--- src/rtl/scan_frame_decoder_pkg.sv ---
// Shared constants and types for the scan-bus frame decoder.
// Segment patterns are bit6=a .. bit0=g, 1 = lit.
package scan_decode_pkg;

  typedef logic [3:0] digit_t;
  typedef logic [0:0] state_t;

  localparam state_t HUNT    = 1'b0;
  localparam state_t COLLECT = 1'b1;

  localparam logic [2:0] SEL_FIRST = 3'd0;
  localparam logic [2:0] SEL_LAST  = 3'd5;

  localparam logic [6:0] SEG_0 = 7'b1111110;
  localparam logic [6:0] SEG_1 = 7'b0110000;
  localparam logic [6:0] SEG_2 = 7'b1101101;
  localparam logic [6:0] SEG_3 = 7'b1111001;
  localparam logic [6:0] SEG_4 = 7'b0110011;
  localparam logic [6:0] SEG_5 = 7'b1011011;
  localparam logic [6:0] SEG_6 = 7'b1011111;
  localparam logic [6:0] SEG_7 = 7'b1110000;
  localparam logic [6:0] SEG_8 = 7'b1111111;
  localparam logic [6:0] SEG_9 = 7'b1111011;

  // Seconds units and minute units can never be out of range, so they are not inspected.
  function automatic logic frame_in_range(input digit_t hh, input digit_t hl,
                                          input digit_t mh, input digit_t sh);
    return (hh <= 4'd2) && ((hh != 4'd2) || (hl <= 4'd3)) &&
           (mh <= 4'd5) && (sh <= 4'd5);
  endfunction

endpackage

--- src/rtl/scan_frame_decoder_if.sv ---
// Scan-bus sample inputs and decoded frame outputs of scan_frame_decoder.
interface scan_frame_decoder_if #(parameter int CNT_W = 8);

  logic             ena;
  logic [6:0]       seg_in;
  logic [2:0]       sel_in;
  logic             err_clr;
  logic [23:0]      time_bcd;
  logic             frame_valid;
  logic             locked;
  logic             seg_err;
  logic             seq_err;
  logic             range_err;
  logic [CNT_W-1:0] frame_cnt;

  modport master (
    output ena, seg_in, sel_in, err_clr,
    input  time_bcd, frame_valid, locked, seg_err, seq_err, range_err, frame_cnt
  );

  modport slave (
    input  ena, seg_in, sel_in, err_clr,
    output time_bcd, frame_valid, locked, seg_err, seq_err, range_err, frame_cnt
  );

endinterface

--- src/rtl/scan_frame_decoder_seg7_to_bcd.sv ---
// Combinational 7-segment to BCD decoder; unknown patterns decode to 0 with illegal set.
module seg7_to_bcd
  import scan_decode_pkg::*;
(
  input  logic [6:0] seg,
  output digit_t     bcd,
  output logic       illegal
);

  always_comb begin
    bcd     = 4'd0;
    illegal = 1'b0;
    case (seg)
      SEG_0:   bcd = 4'd0;
      SEG_1:   bcd = 4'd1;
      SEG_2:   bcd = 4'd2;
      SEG_3:   bcd = 4'd3;
      SEG_4:   bcd = 4'd4;
      SEG_5:   bcd = 4'd5;
      SEG_6:   bcd = 4'd6;
      SEG_7:   bcd = 4'd7;
      SEG_8:   bcd = 4'd8;
      SEG_9:   bcd = 4'd9;
      default: illegal = 1'b1;
    endcase
  end

endmodule

--- src/rtl/scan_frame_decoder.sv ---
// Reassembles scanned 7-segment digits Hh..Sl into a registered BCD time frame.
// Optional SCAN_RANGE_CHECK_EN rejects frames that are not a valid 24h time.
module scan_frame_decoder
  import scan_decode_pkg::*;
#(
  parameter int CNT_W       = 8,
  parameter int LOCK_FRAMES = 2
) (
  input  logic                 clk_scan_to_light,
  input  logic                 rst,
  scan_frame_decoder_if.slave  bus
);

  digit_t           digit;
  logic             illegal;
  logic             range_ok;
  logic [23:0]      assembled;

  state_t           state_q,     state_d;
  logic [2:0]       exp_idx_q,   exp_idx_d;
  digit_t           frame_buf_q [5];
  digit_t           frame_buf_d [5];
  logic             bad_q,       bad_d;
  logic [3:0]       good_run_q,  good_run_d;
  logic             locked_q,    locked_d;
  logic [23:0]      time_q,      time_d;
  logic             fv_q,        fv_d;
  logic [CNT_W-1:0] cnt_q,       cnt_d;
  logic             seg_err_q,   seg_err_d;
  logic             seq_err_q,   seq_err_d;
  logic             range_err_q, range_err_d;

  seg7_to_bcd u_seg7_to_bcd (
    .seg     (bus.seg_in),
    .bcd     (digit),
    .illegal (illegal)
  );

  assign assembled = {frame_buf_q[0], frame_buf_q[1], frame_buf_q[2],
                      frame_buf_q[3], frame_buf_q[4], digit};

`ifdef SCAN_RANGE_CHECK_EN
  assign range_ok = frame_in_range(frame_buf_q[0], frame_buf_q[1], frame_buf_q[2], frame_buf_q[4]);
`else
  // With the check compiled out range_err can never set and stays at its reset value of 0.
  assign range_ok = 1'b1;
`endif

  always_comb begin
    state_d     = state_q;
    exp_idx_d   = exp_idx_q;
    frame_buf_d = frame_buf_q;
    bad_d       = bad_q;
    good_run_d  = good_run_q;
    locked_d    = locked_q;
    time_d      = time_q;
    fv_d        = 1'b0;
    cnt_d       = cnt_q;
    seg_err_d   = seg_err_q;
    seq_err_d   = seq_err_q;
    range_err_d = range_err_q;

    if (bus.ena) begin
      // Clear first so that an error detected on the same edge wins.
      if (bus.err_clr) begin
        seg_err_d   = 1'b0;
        seq_err_d   = 1'b0;
        range_err_d = 1'b0;
      end
      if (bus.sel_in > SEL_LAST) seq_err_d = 1'b1;

      case (state_q)
        HUNT: begin
          if (bus.sel_in == SEL_FIRST) begin
            frame_buf_d[0] = digit;
            exp_idx_d      = 3'd1;
            bad_d          = illegal;
            if (illegal) seg_err_d = 1'b1;
            state_d        = COLLECT;
          end
        end
        COLLECT: begin
          if (bus.sel_in == exp_idx_q) begin
            if (illegal) begin
              bad_d     = 1'b1;
              seg_err_d = 1'b1;
            end
            if (exp_idx_q < SEL_LAST) begin
              frame_buf_d[exp_idx_q] = digit;
              exp_idx_d              = exp_idx_q + 3'd1;
            end else begin
              state_d = HUNT;
              if (!bad_q && !illegal && range_ok) begin
                time_d = assembled;
                fv_d   = 1'b1;
                cnt_d  = cnt_q + 1'b1;
                if (good_run_q < 4'(LOCK_FRAMES)) good_run_d = good_run_q + 4'd1;
                locked_d = (good_run_d == 4'(LOCK_FRAMES));
              end else begin
                good_run_d = 4'd0;
                locked_d   = 1'b0;
                if (!range_ok) range_err_d = 1'b1;
              end
            end
          end else begin
            seq_err_d  = 1'b1;
            good_run_d = 4'd0;
            locked_d   = 1'b0;
            // A fresh select 0 restarts the frame immediately rather than waiting in HUNT.
            if (bus.sel_in == SEL_FIRST) begin
              frame_buf_d[0] = digit;
              exp_idx_d      = 3'd1;
              bad_d          = illegal;
              if (illegal) seg_err_d = 1'b1;
            end else begin
              state_d = HUNT;
            end
          end
        end
        default: state_d = HUNT;
      endcase
    end
  end

  always_ff @(posedge clk_scan_to_light or posedge rst) begin
    if (rst) begin
      state_q     <= HUNT;
      exp_idx_q   <= 3'd0;
      frame_buf_q <= '{default: 4'd0};
      bad_q       <= 1'b0;
      good_run_q  <= 4'd0;
      locked_q    <= 1'b0;
      time_q      <= 24'd0;
      fv_q        <= 1'b0;
      cnt_q       <= '0;
      seg_err_q   <= 1'b0;
      seq_err_q   <= 1'b0;
      range_err_q <= 1'b0;
    end else begin
      state_q     <= state_d;
      exp_idx_q   <= exp_idx_d;
      frame_buf_q <= frame_buf_d;
      bad_q       <= bad_d;
      good_run_q  <= good_run_d;
      locked_q    <= locked_d;
      time_q      <= time_d;
      fv_q        <= fv_d;
      cnt_q       <= cnt_d;
      seg_err_q   <= seg_err_d;
      seq_err_q   <= seq_err_d;
      range_err_q <= range_err_d;
    end
  end

  assign bus.time_bcd    = time_q;
  assign bus.frame_valid = fv_q;
  assign bus.locked      = locked_q;
  assign bus.seg_err     = seg_err_q;
  assign bus.seq_err     = seq_err_q;
  assign bus.range_err   = range_err_q;
  assign bus.frame_cnt   = cnt_q;

endmodule

--- src/flat_wrapper.sv ---
// flat-port wrapper written by rule: the top's interface ports become plain ports
module scan_frame_decoder_flat import scan_decode_pkg::*;
#(
  parameter int CNT_W       = 8,
  parameter int LOCK_FRAMES = 2
)
  (clk_scan_to_light, rst, bus_ena, bus_seg_in, bus_sel_in, bus_err_clr, bus_time_bcd, bus_frame_valid, bus_locked, bus_seg_err, bus_seq_err, bus_range_err, bus_frame_cnt);
  scan_frame_decoder_if #(.CNT_W(CNT_W)) bus_i ();
  input  logic clk_scan_to_light;
  input  logic rst;
  input wire logic [$bits(bus_i.ena)-1:0] bus_ena;
  input wire logic [$bits(bus_i.seg_in)-1:0] bus_seg_in;
  input wire logic [$bits(bus_i.sel_in)-1:0] bus_sel_in;
  input wire logic [$bits(bus_i.err_clr)-1:0] bus_err_clr;
  output wire logic [$bits(bus_i.time_bcd)-1:0] bus_time_bcd;
  output wire logic [$bits(bus_i.frame_valid)-1:0] bus_frame_valid;
  output wire logic [$bits(bus_i.locked)-1:0] bus_locked;
  output wire logic [$bits(bus_i.seg_err)-1:0] bus_seg_err;
  output wire logic [$bits(bus_i.seq_err)-1:0] bus_seq_err;
  output wire logic [$bits(bus_i.range_err)-1:0] bus_range_err;
  output wire logic [$bits(bus_i.frame_cnt)-1:0] bus_frame_cnt;
  assign bus_i.ena = bus_ena;
  assign bus_i.seg_in = bus_seg_in;
  assign bus_i.sel_in = bus_sel_in;
  assign bus_i.err_clr = bus_err_clr;
  assign bus_time_bcd = bus_i.time_bcd;
  assign bus_frame_valid = bus_i.frame_valid;
  assign bus_locked = bus_i.locked;
  assign bus_seg_err = bus_i.seg_err;
  assign bus_seq_err = bus_i.seq_err;
  assign bus_range_err = bus_i.range_err;
  assign bus_frame_cnt = bus_i.frame_cnt;
  scan_frame_decoder #(.CNT_W(CNT_W), .LOCK_FRAMES(LOCK_FRAMES)) u_core (.clk_scan_to_light(clk_scan_to_light), .rst(rst), .bus(bus_i));
endmodule
--- config.mk ---
export PLATFORM = sky130hd
export DESIGN_NAME = scan_frame_decoder_flat
export DESIGN_NICKNAME = d
export VERILOG_FILES = /design/src/rtl/scan_frame_decoder_pkg.sv /design/src/rtl/scan_frame_decoder_if.sv /design/src/rtl/scan_frame_decoder_seg7_to_bcd.sv /design/src/rtl/scan_frame_decoder.sv /design/src/flat_wrapper.sv
export SDC_FILE = /design/constraint.sdc
export NUM_CORES = 1
export LEC_CHECK = 0
export CAP_MARGIN = 10
export CORE_MARGIN = 2
export CORE_UTILIZATION = 25
export DETAILED_ROUTE_END_ITERATION = 10
export PLACE_DENSITY_LB_ADDON = 0.2
export SLEW_MARGIN = 40
export SYNTH_ARGS = -nofsm -noshare
export SYNTH_HDL_FRONTEND = slang
export SYNTH_SLANG_ARGS = --single-unit
--- constraint.sdc ---
create_clock -name clk_scan_to_light -period 3.15 [get_ports clk_scan_to_light]
set_clock_uncertainty 0.1 [all_clocks]
set_input_delay 0.945 -clock clk_scan_to_light [delete_from_list [all_inputs] [get_ports clk_scan_to_light]]
set_output_delay 0.945 -clock clk_scan_to_light [all_outputs]
set_load 0.01 [all_outputs]
==> flow_summary.ini <==
[outcome]
outcome = completed

[clocking]
clock_latency_ns = 0.32
clockBufferDepth = 2
cts_setup_buffers = 0
hold_buffers = 0
cts_resized = 0
clkTransAtPathRegs_ns = 0.05
cts_buffers = 9
cts_tree = yes
clkSinkCount = 65
cts_root_buf = clkbuf_16
h-tree-depth = 3

[global_routing]
track_usage_pct = 10.65
grt_pass1_wl_um = 10630
antenna_found_initial = 0
gr-total-overflow = 0
grt_max_degree = 66
grt_pass1_vias = 2078

[yosys]
synth_fp_nets = 243
synth_area_um2 = 3020
synth_flop_cell = dfrtp_1
syn-instance-count = 226
synth_most_common_cell = dfrtp_1
yosys.area.top_type_share_pct = 53.85
ys.warnings.count = 0
synth_area_leaders = dfrtp_1 (54%), mux2_2 (11%), mux2_1 (4.1%), xor2_1 (2.9%), mux2_4 (2.0%)
ys_ff_latch = 65
synth_cell_type_count = 57
synth_edf_count = 0
async_flop_share_pct = 100.0
yosys.area.top_type = dfrtp_1
yosys-top-cells-count = dfrtp_1 (65), mux2_2 (30), nand2_1 (12), mux2_1 (11), xor2_1 (10)
yosysSeqAreaShare_pct = 53.85
syn_area_per_cell_um2 = 13.36

[floorplanning]
die_area_um2 = 12980
rows = 40
start_util_pct = 25.36
die_h_um = 113.9
die_w_um = 113.9
pin_count = 51
core_area_um2 = 11910

[timing]
period_needed_ns = 2.848
drv_slew = 0
hold_violations = 0
rsz0062_at_grt = no
setup_viol = 0
timing.final.crit_share_pct = 90.41
fmax_mhz = 351.1
whs_ns = 0.3635

[cells_and_area]
final_cell_area_um2 = 4089
syn_to_final_growth_pct = 35.38
diodes = 0
finalNonFillerCells = 452
utilization_pct = 34.33
n_fill_cell = 1201
layout-drive-gt1-share_pct = 28.20
final_nets = 318

[placement]
routabilityCongestion = 0.7673
port_buffers = 49
dpl_cell_area_um2 = 3826
dp_hpwl_um = 4483
dp_cells = 437

[critical_path]
path_common_cell = nor3_4
timing.rr.start = u_core.exp_idx_q[1]
path_class = in -> reg
reg2regPathDepth = 4
critPathCaptureType = flip-flop
path_max_fanout = 27
cp.required_ns = 3.25
reg2reg_slack_ns = 0.84
cp_cell_sequence = clkdlybuf4s50_1 > nand3_1 > a31oi_1 > nor3_4 > nor3_4 > buf_12 > mux2_2
startpoint_type = primary input
critPathArrivalTime_ns = 2.95
r2r-end = u_core.assembled[13]
slowest_stage = clkdlybuf4s50_1
cpPeakStageDelay_ns = 0.62

[route]
dr_total_vias = 2029
post_drt_wl_per_cell_um = 14.11
ant_nets = 0
drt-vias-per-instance = 4.489
dr.pass1.iters = 4
first_iter_violations = 79
post-route-drc-count = 0
totalWireLength_um = 6378

[power]
p_switching_uw = 444.4
power_leakage_nw = 1.938
p_clk_share_pct = 45.9
ir_drop_uv = 197.4
pwr-share-comb_pct = 8.4
p_int_mw = 1.480
power_frac_seq_pct = 45.7
p_per_area_nw_per_um2 = 470.7
swShare_pct = 23.09
total_power_mw = 1.924

[hold_path]
worstHoldStart = u_core.bus.frame_cnt[7]
whs_endpoint = u_core.bus.frame_cnt[7]
hold_class = reg -> reg
min_path_cells = 1

[run]
drv_cap = 0
-- through the flow --
step / setup WS [ns] / setup TNS [ns]
5_1_grt: 0.1140 / 0
2_1_floorplan: 0.4785 / 0
3_5_place_dp: -0.04478 / -0.9753
4_1_cts: 0.2968 / 0
3_3_place_gp: -0.004074 / -0.009937
6_report: 0.3020 / 0
-- cell families after synthesis --
family,share of synthesized area (%)
AOI/OAI and AO/OA,6.339
xor gates and xnor gates,3.480
adders and majority gates,1.243
buffers and inverters,2.443
DFF,53.85
muxes,17.61
other,0.1242
and+or+nand+nor,14.91
-- power by group through the flow --
stage          Combinational, mW  Sequential (mW)  Clock [mW]
3_3_place_gp               0.163            0.895           0
3_5_place_dp               0.165            0.894           0
2_1_floorplan             0.0866            0.887           0
4_1_cts                    0.165            0.880       0.917
5_1_grt                    0.177            0.882       0.961
6_report                   0.161            0.880       0.883
-- worst max path at each step --
stage | from | endpoint | slack, ns
5_1_grt | bus_seg_in[1] | u_core.bus.time_bcd[17] | 0.11
4_1_cts | bus_seg_in[1] | u_core.bus.time_bcd[19] | 0.30
6_report | bus_seg_in[1] | u_core.bus.time_bcd[17] | 0.30
3_5_place_dp | bus_seg_in[1] | u_core.bus.time_bcd[3] | -0.04
3_3_place_gp | bus_seg_in[1] | u_core.bus.time_bcd[17] | -0.004
2_1_floorplan | rst | u_core.assembled[10] | 0.48
-- layer usage --
| layer | up-vias | track usage [%] | share of wire (%) |
|---|---|---|---|
| li1 | 980 | - | - |
| met1 | 1000 | 13.75 | 48 |
| met2 | 45 | 16.73 | 47 |
| met3 | 4 | 3.826 | 4.5 |
| met4 | 0 | 3.415 | 0.67 |
| met5 | - | 0 | 0 |
-- flip-flops by register name (all words and copies together), names as in the netlist --
register	cells
u_core.bus.time_bcd	24
u_core.assembled	20
u_core.bus.frame_cnt	8
u_core.good_run_q	4
u_core.exp_idx_q	3
u_core.bad_q	1
u_core.bus.frame_valid	1
u_core.bus.locked	1
u_core.bus.seg_err	1
u_core.bus.seq_err	1
u_core.state_q	1
-- cell type report --
| class | instances | area, µm² | share of cell area [%] |
|---|---|---|---|
| Multi-Input combinational cell | 150 | 1320 | 32.28 |
| Sequential cell | 65 | 1627 | 39.78 |
| Timing Repair Buffer | 71 | 680.7 | 16.65 |
| Clock buffer | 11 | 242.7 | 5.936 |
| Inverter | 4 | 15.01 | 0.3672 |
| Tap cell | 147 | 183.9 | 4.498 |
| Clock inverter | 4 | 20.02 | 0.4896 |
-- critical path, delay by kind of cell --
kind	cells	cell delay, ns
buffers and inverters	2	0.83
AND/OR/NAND/NOR	3	0.46
AO/OA/AOI/OAI	1	0.35
multiplexers	1	0.35
-- cell usage in the layout (no fill, tap or decap), types with 2 or more instances in the layout --
cell type,netlist,routed
o21a_1,4,4
nor3_4,2,2
nand2b_1,3,3
a22o_1,2,2
mux2_4,4,4
clkbuf_16,0,9
o21ai_0,3,3
nor3_1,3,3
clkinv_2,0,4
a31oi_1,2,2
nand2_1,12,12
buf_12,0,2
xor2_1,10,10
dfrtp_1,65,65
nor2_1,7,7
nand3_1,5,5
inv_1,4,3
a21o_1,4,4
a21oi_1,2,2
nor4b_4,2,2
nor4_1,5,5
xnor2_1,2,2
mux2_2,30,30
clkdlybuf4s50_1,0,49
nor4b_1,4,4
ha_1,3,3
buf_4,2,20
mux2_1,11,11
Power figures use the tool's default switching activity.
==> RTL change 1 (same flow settings) <==
The option `SCAN_RANGE_CHECK_EN` is turned on by a define.
--- a/src/rtl/scan_frame_decoder.sv
+++ b/src/rtl/scan_frame_decoder.sv
@@ -1,5 +1,7 @@
 // Reassembles scanned 7-segment digits Hh..Sl into a registered BCD time frame.
 // Optional SCAN_RANGE_CHECK_EN rejects frames that are not a valid 24h time.
+`define SCAN_RANGE_CHECK_EN
+
 module scan_frame_decoder
   import scan_decode_pkg::*;
 #(
Behaviour: not the same (Yosys sat finds a counterexample within 10 cycles, from zero or initial values and one cycle with rst high).
==> RTL change 1 against the unedited design <==
  * Sequential share of layout area fell by 1.7 points
  * Cell count rose by 11%
  * Area after synthesis rose by 2.0%
  * Wire length rose by 13%
  * Sequential power rose by 6.2%
  * Design area rose by 5.9%
  * Worst hold slack improved by 4.5 ps
  * Worst setup slack got worse by 240 ps
  * Die area rose by 2.0%
  * Combinational power rose by 55%
  * Sequential cell count rose by 1
  * Total power rose by 12%
  * Largest power group unchanged
==> RTL change 1: results (changes against the unedited design) <==
Place
  • Pre-CTS setup slack: -350 ps (-305 ps)
  • GPL Wtd Cong: 0.772 (+0.59%)
  • IO buf count: 50 (+2.0%)
  • HPWL Detailed: 5340 microns (+19%)

Logic synthesis
  • Syn nets: 273 (+12%)
  • Synth area leaders: dfrtp_1 (54%), mux2_4 (7.8%), mux2_2 (7.7%)
  • Sequential area share after synthesis: 53.6% (-0.26 points)
  • Synth async-reset ratio: 100% (unchanged)
  • Top cells by count, synth: dfrtp_1 (66), mux2_2 (21), nand2_1 (20)
  • Distinct cells, synth: 44 (-23%)

Routing
  • Drt total wl: 7220 microns (+13%)
  • Met3 wire length: 285 microns (-1.7%)
  • Met1 Wirelength: 3560 microns (+16%)
  • Via count: 2,251 (+11%)
  • DR iter-0 viols: 157 (+99%)
  • Post-route ant nets: 0 (unchanged)
  • WL met2: 3310 microns (+11%)

Setup path
  • CP startpoint: bus_sel_in[0]
  • Worst-path fanout max: 8 (-70%)
  • Reg-to-reg critical path startpoint: u_core.exp_idx_q[1]$_DFFE_PP0P_
  • Crit path largest cell delay: 430 ps (-190 ps)
  • Worst reg2reg path depth: 6 (+2)
  • CP delay by family, top: simple AND/OR/NAND/NOR gates
  • Critical Path AT: 3210 ps (+260 ps)
  • R2r setup slk: 570 ps (-270 ps)
  • RR Endpoint: u_core.bus.time_bcd[6]$_DFFE_PP0P_

Clock network
  • Clk slew on worst S/H paths: 60 ps
  • Postcts setup bufs: 0 (unchanged)
  • CTS max path bufs: 2 (unchanged)
  • H-tree Lvls: 3 (unchanged)
  • Post-cts repair resize count: 3 (+3)

Power
  • Leakage power: 2.04 nW (+5.5%)
  • Tot Pwr: 2.15 mW (+12%)
  • Max VDD drop: 0.282 mV (+43%)
  • Pint: 1.62 mW (+9.1%)
  • Clock net power: 0.966 mW (+9.4%)
  • Share of total power in sequential cells: 43.5% (-2.2 points)

Global routing
  • GRT met2 Usage: 18.5% (+1.8 points)
  • Grt met3 use: 4.96% (+1.1 points)
  • GRT Util Overall: 12.1% (+1.4 points)
  • First-pass GRT wire length: 12,200 microns (+15%)
  • Largest net degree at the start of global routing: 45 (-32%)
  • Met1 global-route usage: 15.9% (+2.1 points)
  • Vias in the first global route: 2,347 (+13%)

Timing
  • Slew margin rel.: 54.3%
  • Count of final setup violators: 0 (unchanged)

Worst hold path
  • Hold depth: 1 (unchanged)

Layout
  • Fin nets: 368 (+16%)
  • Share of post-route cells with drive strength above 1: 28.7% (+0.45 points)
  • Nonclk buf count: 95 (+34%)
  • Fill count: 1,215 (+1.2%)
  • # clk buffers: 10 (-1)
  • Seq cells: 66 (+1.5%)
  • Max FFs per register: 24 (unchanged)
  • Clock network contribution to total cell area: 6.61% (+0.19 points)
  • #MultiIn Comb: 175 (+17%)
  • Fraction of area in non-clock buffers: 19.7% (+3.1 points)
  • Fraction of area in registers: 38.1% (-1.7 points)
  • Multi-input combinational area share: 31.0% (-1.3 points)

Status
  • Status: finished, final reports clean
-- RTL change 1: kinds of logic (layout without fill, tap and decap cells) --
kind of cell,after synthesis,in the layout,synth area share (%)
AO/OA/AOI/OAI,42,42,8.85
XOR/XNOR,11,11,3.13
adder cells (fa/ha/maj),3,3,1.22
buffers and inverters,15,115,3.17
flip-flops,66,66,53.6
multiplexers,37,37,15.5
AND/OR/NAND/NOR,82,82,14.6
-- RTL change 1: through the flow --
step / hold WS, ps / area, sq um / utilization [%] / TNS (ps) / std cells
finish: 368 / 4330 / 36.1 / 0 / 503
global placement: 363 / 4030 / 33.6 / -12090 / 487
global route: 382 / 4330 / 36.1 / 0 / 503
floorplan: 368 / 3080 / - / 0 / 256
detailed placement: 366 / 4030 / 33.6 / -12850 / 487
CTS: 375 / 4330 / 36.0 / 0 / 503
-- RTL change 1: worst register-to-register path, stage by stage, from the launching register on --
cell and delay [ps]:
dfrtp_1 490, xor2_1 240, or3_4 400, or3_4 380, a2111o_1 350, buf_4 210
mux2_4 300
-- RTL change 1: worst max path at each step --
| stage | endpoint | slack (ps) | cells past startpoint |
|---|---|---|---|
| 6_report | u_core.bus.time_bcd[6]$_DFFE_PP0P_ | 60 | 7 |
| 5_1_grt | u_core.assembled[8]$_DFFE_PP0P_ | 6 | 8 |
| 4_1_cts | u_core.bus.time_bcd[6]$_DFFE_PP0P_ | 20 | 7 |
| 3_5_place_dp | u_core.bus.time_bcd[18]$_DFFE_PP0P_ | -350 | 7 |
| 3_3_place_gp | u_core.assembled[12]$_DFFE_PP0P_ | -340 | 6 |
| 2_1_floorplan | u_core.bus.frame_cnt[1]$_DFFE_PP0P_ | 140 | 7 |
==> RTL change 2 (same settings) <==
Made on the original files. Reset style: synchronous (`rst`), changed in one clocked block.
--- a/src/rtl/scan_frame_decoder.sv
+++ b/src/rtl/scan_frame_decoder.sv
@@ -122,7 +122,7 @@
     end
   end
 
-  always_ff @(posedge clk_scan_to_light or posedge rst) begin
+  always_ff @(posedge clk_scan_to_light) begin
     if (rst) begin
       state_q     <= HUNT;
       exp_idx_q   <= 3'd0;
Check against the original RTL: differs if rst is asserted again (counterexample within 4 cycles, from zero or initial values and one cycle with rst high); with rst held inactive, the same outputs for 4 cycles.
==> RTL change 2 against the unedited design <==
  * Worst setup slack worse by 12 ps
  * Design area rose by 1.6%
  * Die area is 0.40% higher
  * Utilization is 0.56 points higher
  * Wire length grew 29%
  * Total power rose by 8.9%
  * Critical path depth unchanged
  * Count of clock-buffer cells in the layout shrank 1
  * Sequential cell count unchanged
  * Area after synthesis is 0.41% higher
  * Global-route usage up 2.3 points
  * First-iteration DRC count rose to 2.7 times the old value
  * Critical endpoint is now u_core.bus.time_bcd[11]$_SDFFE_PP0P_
  * Largest power group unchanged
  * Highest routed layer unchanged
==> RTL change 2: results (changes against the unedited design) <==
Place
  • Pre-CTS setup slack: -14.0 ps (+30.8 ps)
  • HPWL Detailed: 5710 microns (+27%)
  • Inst Count DP: 539 (+23%)
  • DP Area: 3810 sq um (-0.39%)

Routing
  • Drt total wl: 8250 microns (+29%)
  • DR iter-0 viols: 217 (+170%)
  • Via count: 2,737 (+35%)

Logic synthesis
  • Most used DFF post-synth: dfxtp_1
  • Post-Synthesis Cells: 339 (+50%)
  • Distinct cells, synth: 58 (+1.8%)
  • Syn nets: 356 (+47%)
  • Sequential area share after synthesis: 42.9% (-11 points)
  • Synth area leaders: dfxtp_1 (43%), mux2i_1 (7.3%), a21oi_1 (6.1%)

Status
  • Status: finished, final reports clean

Setup path
  • Critical Path AT: 3010 ps (+60 ps)
  • CP startpoint: bus_seg_in[0]
  • Reg-to-reg critical path startpoint: u_core.exp_idx_q[0]$_SDFFE_PP0P_
  • R2r setup slk: 930 ps (+90 ps)
  • RR Endpoint: u_core.bus.frame_cnt[7]$_SDFFE_PP0P_
  • Critical Path End: u_core.bus.time_bcd[11]$_SDFFE_PP0P_
  • CP delay by family, top: simple AND/OR/NAND/NOR gates
  • Worst reg2reg path depth: 5 (+1)

Power
  • Sequential power: 0.828 mW (-5.9%)
  • Leakage power: 1.50 nW (-23%)
  • Sw Share: 21.3% (-1.8 points)
  • Comb group: 0.106 mW (-34%)

Global routing
  • Largest net degree at the start of global routing: 56 (-15%)
  • First-pass GRT wire length: 13,400 microns (+26%)
  • GRT Util Overall: 13.0% (+2.3 points)

Layout
  • Fill count: 1,227 (+2.2%)
  • Total area of sequential cells: 1300 sq um (-20%)
  • Share of post-route cells with drive strength above 1: 14.2% (-14 points)

Worst hold path
  • Hold wc startpoint: u_core.bus.locked$_SDFFE_PP0P_
  • Worst Hold End: u_core.bus.locked$_SDFFE_PP0P_

Timing
  • Fin crit period: 2860 ps (+11.8 ps)
[RTL change 2: cells by family after synthesis]
logic type / after synthesis / share of synthesized area [%]
simple gates: 129 / 24.3
compound gates: 89 / 17.7
flops: 65 / 42.9
buf+inv: 26 / 4.17
mux: 22 / 7.26
xor+xnor: 4 / 2.27
fa+ha+maj: 3 / 1.24
other cells: 1 / 0.124
[RTL change 2: routing by layer]
| metal | track usage (%) | up-vias | wire length [microns] |
|---|---|---|---|
| met5 | 0 | - | 0 |
| met4 | 3.74 | 0 | 71 |
| met3 | 3.86 | 4 | 332 |
| met2 | 19.6 | 52 | 3630 |
| met1 | 18.0 | 1299 | 4220 |
| li1 | - | 1382 | - |
[RTL change 2: layout make-up]
type | count | share of cell area (%)
Clock buffer | 10 | 5.51
Clock inverter | 6 | 2.77
Inverter | 4 | 0.361
Multi-Input combinational cell | 248 | 38.6
Sequential cell | 65 | 31.3
Tap cell | 147 | 4.43
Timing Repair Buffer | 75 | 17.0
